**src/rtl/fifo_pkg.sv**
```systemverilog
// -----------------------------------------------------------------------------
// fifo_pkg
//   Shared types and constant helpers for the fifo_sync_thr FIFO.
//   - fifo_op_e   : decoded operation for one cycle (from accepted push/pull)
//   - ptr_width   : bits needed to index DEPTH entries
//   - count_width : bits needed to hold an occupancy of 0..DEPTH
//   - next_ptr    : wrapping increment for any depth (compare-and-reset)
//   - decode_op   : maps accepted push/pull to fifo_op_e
// -----------------------------------------------------------------------------
package fifo_pkg;

    typedef enum logic [1:0] {
        OP_IDLE = 2'b00,
        OP_PULL = 2'b01,
        OP_PUSH = 2'b10,
        OP_BOTH = 2'b11
    } fifo_op_e;

    function automatic int unsigned ptr_width(input int unsigned depth);
        return (depth < 2) ? 1 : $clog2(depth);
    endfunction

    function automatic int unsigned count_width(input int unsigned depth);
        return $clog2(depth + 1);
    endfunction

    // Wrap at DEPTH-1 explicitly so non-power-of-two depths work.
    function automatic int unsigned next_ptr(input int unsigned ptr,
                                             input int unsigned depth);
        return (ptr >= depth - 1) ? 32'd0 : ptr + 32'd1;
    endfunction

    function automatic fifo_op_e decode_op(input logic push_ok, input logic pull_ok);
        return fifo_op_e'({push_ok, pull_ok});
    endfunction

endpackage

```
**src/rtl/fifo_wrap_ptr.sv**
```systemverilog
// -----------------------------------------------------------------------------
// fifo_wrap_ptr
//   Wrapping pointer register, 0..DEPTH-1. Used for both head and tail.
// Ports
//   clk    in   1    clock
//   rst_n  in   1    asynchronous active-low reset (ptr -> 0)
//   clr    in   1    synchronous clear (ptr -> 0), has priority over inc
//   inc    in   1    advance by one, wrapping DEPTH-1 -> 0
//   ptr    out  PW   current pointer value
// -----------------------------------------------------------------------------
module fifo_wrap_ptr
    import fifo_pkg::*;
#(
    parameter int DEPTH = 32,
    localparam int PW = ptr_width(DEPTH)
) (
    input  logic          clk,
    input  logic          rst_n,
    input  logic          clr,
    input  logic          inc,
    output logic [PW-1:0] ptr
);

    // NOTE: sequential state is assigned with <= so every register samples
    // pre-edge values; blocking here would create order-dependent races.
    always_ff @(posedge clk or negedge rst_n) begin
        if (!rst_n) begin
            ptr <= '0;
        end else if (clr) begin
            ptr <= '0;
        end else if (inc) begin
            ptr <= PW'(next_ptr(32'(ptr), DEPTH));
        end
    end

endmodule

```
**src/rtl/fifo_sync_thr.sv**
```systemverilog
// -----------------------------------------------------------------------------
// fifo_sync_thr
//   Single-clock show-ahead FIFO of any depth >= 2 with occupancy count,
//   almost-full/almost-empty thresholds, sticky overflow/underflow flags,
//   synchronous flush and optional per-entry even parity.
//
//   Build option: define FIFO_PARITY_EN to store a parity bit per entry and
//   drive parity_err on pops; without it parity_err is constant 0.
//
// Parameters
//   WIDTH      data bits per entry
//   DEPTH      number of entries (any value >= 2)
//   AFULL_TH   almost_full  when count >= AFULL_TH
//   AEMPTY_TH  almost_empty when count <= AEMPTY_TH
// Ports
//   clk           in   1      clock
//   rst_n         in   1      asynchronous active-low reset
//   push          in   1      write request (accepted when !full)
//   datain        in   WIDTH  write data
//   pull          in   1      read request (accepted when !empty)
//   dataout       out  WIDTH  head entry, 0 while empty
//   flush         in   1      synchronous clear of contents
//   err_clr       in   1      clears overflow/underflow
//   full, empty, almost_full, almost_empty   out  1  status from count
//   count         out  CW     occupancy
//   overflow      out  1      sticky: push while full
//   underflow     out  1      sticky: pull while empty
//   parity_err    out  1      stored parity mismatch on an accepted pull
// -----------------------------------------------------------------------------
module fifo_sync_thr
    import fifo_pkg::*;
#(
    parameter int WIDTH     = 32,
    parameter int DEPTH     = 32,
    parameter int AFULL_TH  = 28,
    parameter int AEMPTY_TH = 4,
    localparam int CW = count_width(DEPTH)
) (
    input  logic             clk,
    input  logic             rst_n,
    input  logic             push,
    input  logic [WIDTH-1:0] datain,
    input  logic             pull,
    output logic [WIDTH-1:0] dataout,
    input  logic             flush,
    input  logic             err_clr,
    output logic             full,
    output logic             empty,
    output logic             almost_full,
    output logic             almost_empty,
    output logic [CW-1:0]    count,
    output logic             overflow,
    output logic             underflow,
    output logic             parity_err
);

    localparam int PW = ptr_width(DEPTH);
`ifdef FIFO_PARITY_EN
    localparam int SW = WIDTH + 1;
`else
    localparam int SW = WIDTH;
`endif

    logic [PW-1:0] head;
    logic [PW-1:0] tail;
    logic [SW-1:0] mem [DEPTH];
    logic [SW-1:0] wr_word;
    logic [SW-1:0] head_word;
    logic          push_ok;
    logic          pull_ok;
    logic          do_push;
    logic          do_pull;
    fifo_op_e      op;

    // Acceptance looks only at registered state: a same-cycle pull never
    // makes room for a push, and a same-cycle push never feeds a pull.
    assign push_ok = push && !full;
    assign pull_ok = pull && !empty;

    // flush overrides both operations for this edge.
    assign op      = flush ? OP_IDLE : decode_op(push_ok, pull_ok);
    assign do_push = (op == OP_PUSH) || (op == OP_BOTH);
    assign do_pull = (op == OP_PULL) || (op == OP_BOTH);

    fifo_wrap_ptr #(.DEPTH(DEPTH)) u_head (
        .clk   (clk),
        .rst_n (rst_n),
        .clr   (flush),
        .inc   (do_push),
        .ptr   (head)
    );

    fifo_wrap_ptr #(.DEPTH(DEPTH)) u_tail (
        .clk   (clk),
        .rst_n (rst_n),
        .clr   (flush),
        .inc   (do_pull),
        .ptr   (tail)
    );

`ifdef FIFO_PARITY_EN
    // Stored bit makes the whole entry even parity.
    assign wr_word = {^datain, datain};
`else
    assign wr_word = datain;
`endif

    // NOTE: storage has no reset; validity is tracked entirely by head/tail/
    // count, so clearing the array would only cost reset fan-out.
    always_ff @(posedge clk) begin
        if (do_push) begin
            mem[head] <= wr_word;
        end
    end

    always_ff @(posedge clk or negedge rst_n) begin
        if (!rst_n) begin
            count <= '0;
        end else if (flush) begin
            count <= '0;
        end else begin
            case (op)
                OP_PUSH: count <= count + CW'(1);
                OP_PULL: count <= count - CW'(1);
                default: count <= count;
            endcase
        end
    end

    // Sticky error flags: setting beats err_clr; flush suppresses setting.
    always_ff @(posedge clk or negedge rst_n) begin
        if (!rst_n) begin
            overflow  <= 1'b0;
            underflow <= 1'b0;
        end else begin
            if (push && full && !flush) begin
                overflow <= 1'b1;
            end else if (err_clr) begin
                overflow <= 1'b0;
            end
            if (pull && empty && !flush) begin
                underflow <= 1'b1;
            end else if (err_clr) begin
                underflow <= 1'b0;
            end
        end
    end

    assign full         = (count == CW'(DEPTH));
    assign empty        = (count == '0);
    assign almost_full  = (count >= CW'(AFULL_TH));
    assign almost_empty = (count <= CW'(AEMPTY_TH));

    assign head_word = mem[tail];

    // NOTE: every output of this block gets a default first so no path
    // leaves it unassigned, which would otherwise infer a latch.
    always_comb begin
        dataout    = '0;
        parity_err = 1'b0;
        if (!empty) begin
            dataout = head_word[WIDTH-1:0];
        end
`ifdef FIFO_PARITY_EN
        if (do_pull) begin
            parity_err = head_word[WIDTH] ^ (^head_word[WIDTH-1:0]);
        end
`endif
    end

endmodule

```
**config.mk**
```make
export PLATFORM = sky130hd
export DESIGN_NAME = fifo_sync_thr
export DESIGN_NICKNAME = d
export VERILOG_FILES = /design/src/rtl/fifo_pkg.sv /design/src/rtl/fifo_wrap_ptr.sv /design/src/rtl/fifo_sync_thr.sv
export SDC_FILE = /design/constraint.sdc
export NUM_CORES = 1
export LEC_CHECK = 0
export CAP_MARGIN = 0
export CORE_MARGIN = 2
export CORE_UTILIZATION = 32
export CTS_CLUSTER_DIAMETER = 200
export DETAILED_ROUTE_END_ITERATION = 16
export GPL_ROUTABILITY_DRIVEN = 0
export PLACE_DENSITY = 0.47
export REMOVE_ABC_BUFFERS = 1
export SLEW_MARGIN = 30
export SYNTH_ARGS = -nofsm -noshare
export SYNTH_HDL_FRONTEND = slang
export SYNTH_SLANG_ARGS = --single-unit
export TNS_END_PERCENT = 10
```
**constraint.sdc**
```tcl
create_clock -name clk -period 3.8 [get_ports clk]
set_input_delay 0.76 -clock clk [delete_from_list [all_inputs] [get_ports clk]]
set_output_delay 0.76 -clock clk [all_outputs]
set_load 0.05 [all_outputs]
```
==> flow_summary_export.csv <==
group,metric,value,unit
outcome,outcome,"completed",
critical_path,cp.arrival,3.03,ns
cts,cts-root-buf,"clkbuf_16",
drt,wl_per_cell,28.7,um
timing,layout_setup_ws,0.00990,ns
global_routing,grt_max_degree,78,
timing,fin_setup_tns,0,ns
yosys,yosysUniqueCellTypes,57,
drt,ant_nets,0,
die,die_w,363,um
yosys,yosys.area.top_type,"edfxtp_1",
yosys,async_flop_share,0.0173,
critical_path,crit_start,"u_tail.ptr[0]$_DFFE_PN0P_",
drt,vias,22500,
critical_path,r2r_slack,0.95,ns
drt,routed_wl,121000,um
critical_path,r2r_start,"count[1]$_DFFE_PN0P_",
critical_path,cp.required,3.04,ns
placement,numPortBuffers,81,
critical_path,start_kind,"flip-flop",
flow_run,cap_violations,0,
die,die_y,363,um
final_layout,fin_cells,4206,
yosys,synth_top_area_frac,0.745,
yosys,yosys_warnings,0,
drt,drtIter0Drc,2004,
yosys,synth_edf_count,1024,
global_routing,grt_pass1_vias,23200,
power,peakVddDrop,385,uV
critical_path,cp-endpoint,"dataout[27]",
cts,clockBufferDepth,3,
placement,hpwl,64100,um
drt,firstDrtPassIters,5,
placement,dpl_worst_slack,0.463,ns
yosys,ys_ff_latch,1042,
min_path,worstHoldPathType,"input port to async pin",
cts,holdBufCountCts,0,
cts,clk_pin_slew,0.06,ns
die,rows,131,
final_layout,syn2layout_area_growth,21.0,%
timing,max_freq,0.264,GHz
global_routing,grt_use_total,0.184,
critical_path,crit_path_end_kind,"primary output",
global_routing,overflow,0,
die,start_util,0.323,
final_layout,drive_gt1_frac,0.268,
timing,finalSetupViolCount,0,
critical_path,critPathKind,"flip-flop to primary output",
cts,clk_latency,0.71,ns
global_routing,grt_pass1_wl,173000,um
critical_path,r2r.worst_path.cells,9,
timing,min_period,3.79,ns
power,p_leak,15.5,nW
yosys,syn-cell-area,41300,um^2
drt,drcViolationCount,0,
die,die-area,132000,um^2
power,p_total,31.5,mW
final_layout,final_cell_area,49900,um^2
timing,slew_viol_final,0,
power,p_sw,8.96,mW
timing,rsz0062_at_grt,"true",
critical_path,crit_fanout,12,
placement,placedCellCount,3983,
yosys,synthesis.instances,2241,
yosys,syn_area_per_cell,18.4,um^2
cts,cts_sinks,1042,
cts,cts_tree,"done",
power,p_sw_frac,0.284,
yosys,synth.area.top_cells,"edfxtp_1 75%, mux4_2 7.0%, mux2i_1 4.8%",
timing,skew,0.0249,ns
cts,htreeDepth,3,
die,coreArea,128000,um^2
timing,worstMarginPinSlew,0.709,ns
final_layout,fillerInstances,11400,
global_routing,antenna_found_initial,3,
timing,finalHoldViolCount,0,
power,p_int,22.6,mW
timing,min_period_over_period,0.997,
timing,relSlewSlack,0.526,
power,seq_power_share,0.406,
final_layout,diodes,0,
die,ios,83,
yosys,seq_area_frac_synth,0.756,
critical_path,rr_endpoint,"count[5]$_DFFE_PN0P_",
yosys,ys.flop_type,"edfxtp_1",
final_layout,layout.nets,2501,
power,powerDensity,631,nW/um^2
drt,vias_per_cell,5.34,
cts,cts_buffers,109,
power,clockPowerShare,0.330,
placement,place_area,45600,um^2
power,p_comb_frac,0.264,
[metal layers]
metal,global-route usage,routed length [um],vias up
met5,0,28,-
li1,-,-,9591
met3,0.0268,5890,149
met1,0.252,53100,12100
met2,0.307,59500,599
met4,0.0457,2410,4
[flip-flops by register name, summed over array words and instances (netlist names)]
signal and count:
u_tail.ptr 5, overflow 1, count 6, u_head.ptr 5
mem 1024, underflow 1
[final cells by class]
type | count | area, um^2 | share of cell area
clock buffer | 135 | 2900 | 0.0581
clock inverter | 67 | 567 | 0.0114
inverter | 9 | 35.0 | 0.000702
multi-input combinational | 1058 | 10100 | 0.203
sequential | 1042 | 31200 | 0.625
tap | 1662 | 2080 | 0.0416
timing repair buffer | 233 | 3020 | 0.0604
[cell families (layout without fill, tap and decap cells)]
kind of cell | count (synthesis) | count (layout) | synth area share
AO/OA/AOI/OAI | 453 | 453 | 0.0691
XOR/XNOR | 3 | 3 | 0.000819
adder cells (fa/ha/maj) | 10 | 10 | 0.00303
buffers and inverters | 141 | 444 | 0.0147
flip-flops | 1042 | 1042 | 0.756
multiplexers | 389 | 389 | 0.135
other | 1 | 1 | 0.0000909
AND/OR/NAND/NOR | 202 | 202 | 0.0208
[power groups by stage]
stage	combinational [mW]	clock (mW)	sequential (mW)
after floorplan	3.09	0	13.4
after detailed placement	7.31	0	13.0
after CTS	8.33	10.6	12.8
after global routing	8.80	11.1	12.8
after global placement	7.26	0	13.0
final	8.33	10.4	12.8
[how the worst min path moves through the flow]
stage                                     from  slack, ns                   endpoint
final                                    rst_n       0.05      underflow$_DFFE_PN0P_
after global routing                     rst_n       0.06      underflow$_DFFE_PN0P_
after CTS                                rst_n       0.01  u_tail.ptr[4]$_DFFE_PN0P_
after detailed placement  overflow$_DFFE_PN0P_       0.54       overflow$_DFFE_PN0P_
after global placement    overflow$_DFFE_PN0P_       0.53       overflow$_DFFE_PN0P_
after floorplan                          rst_n       0.46       count[0]$_DFFE_PN0P_
[critical path: stages (launching register included)]
cell and delay (ns):
dfrtp_4 0.51, buf_16 0.22, buf_16 0.19, mux4_2 0.54
o32ai_2 0.22, a21oi_1 0.09, a22o_1 0.33, buf_6 0.18
[through the flow]
stage,hold slack (ns),utilization
2_1_floorplan,0.464,-
4_1_cts,0.0115,0.390
5_1_grt,0.0593,0.391
3_3_place_gp,0.532,0.357
3_5_place_dp,0.535,0.357
6_report,0.0451,0.391
[layout by cell type, fill, tap and decap left out, drive strengths merged, types with 4 or more instances in the layout]
cell | netlist | routed
nor3 | 7 | 7
nand2b | 4 | 4
edfxtp | 1024 | 1024
clkdlybuf4s50 | 0 | 16
o32ai | 33 | 33
or3 | 4 | 4
clkbuf | 75 | 135
dfrtp | 18 | 18
bufinv | 0 | 9
mux4 | 128 | 128
o22ai | 33 | 33
o21ai | 141 | 141
nand3b | 4 | 4
bufbuf | 0 | 6
a311oi | 4 | 4
mux2 | 62 | 62
mux2i | 199 | 199
a22o | 34 | 34
clkinv | 0 | 54
o221ai | 32 | 32
ha | 10 | 10
a21oi | 128 | 128
inv | 9 | 12
a21boi | 28 | 28
nor2 | 150 | 150
nand2 | 16 | 16
buf | 57 | 211
a211oi | 6 | 6
[cells in the mapped netlist, types with 34 or more instances]
master	instances
mux2_2	53
edfxtp_1	1024
o21ai_0	103
buf_2	43
a21oi_1	128
mux2i_1	199
o21ai_1	35
mux4_2	128
nor2_1	150
a22o_1	34
clkbuf_1	75
[what timing repair did]
action                                 CTS  global route
gates cloned                            12             0
endpoints found under the hold margin    0             0
gates resized for setup                 81            64
setup endpoints to repair               32            32
pin swaps                               16            10
buffers inserted                         3             6
(Power assumes the default switching activity.)
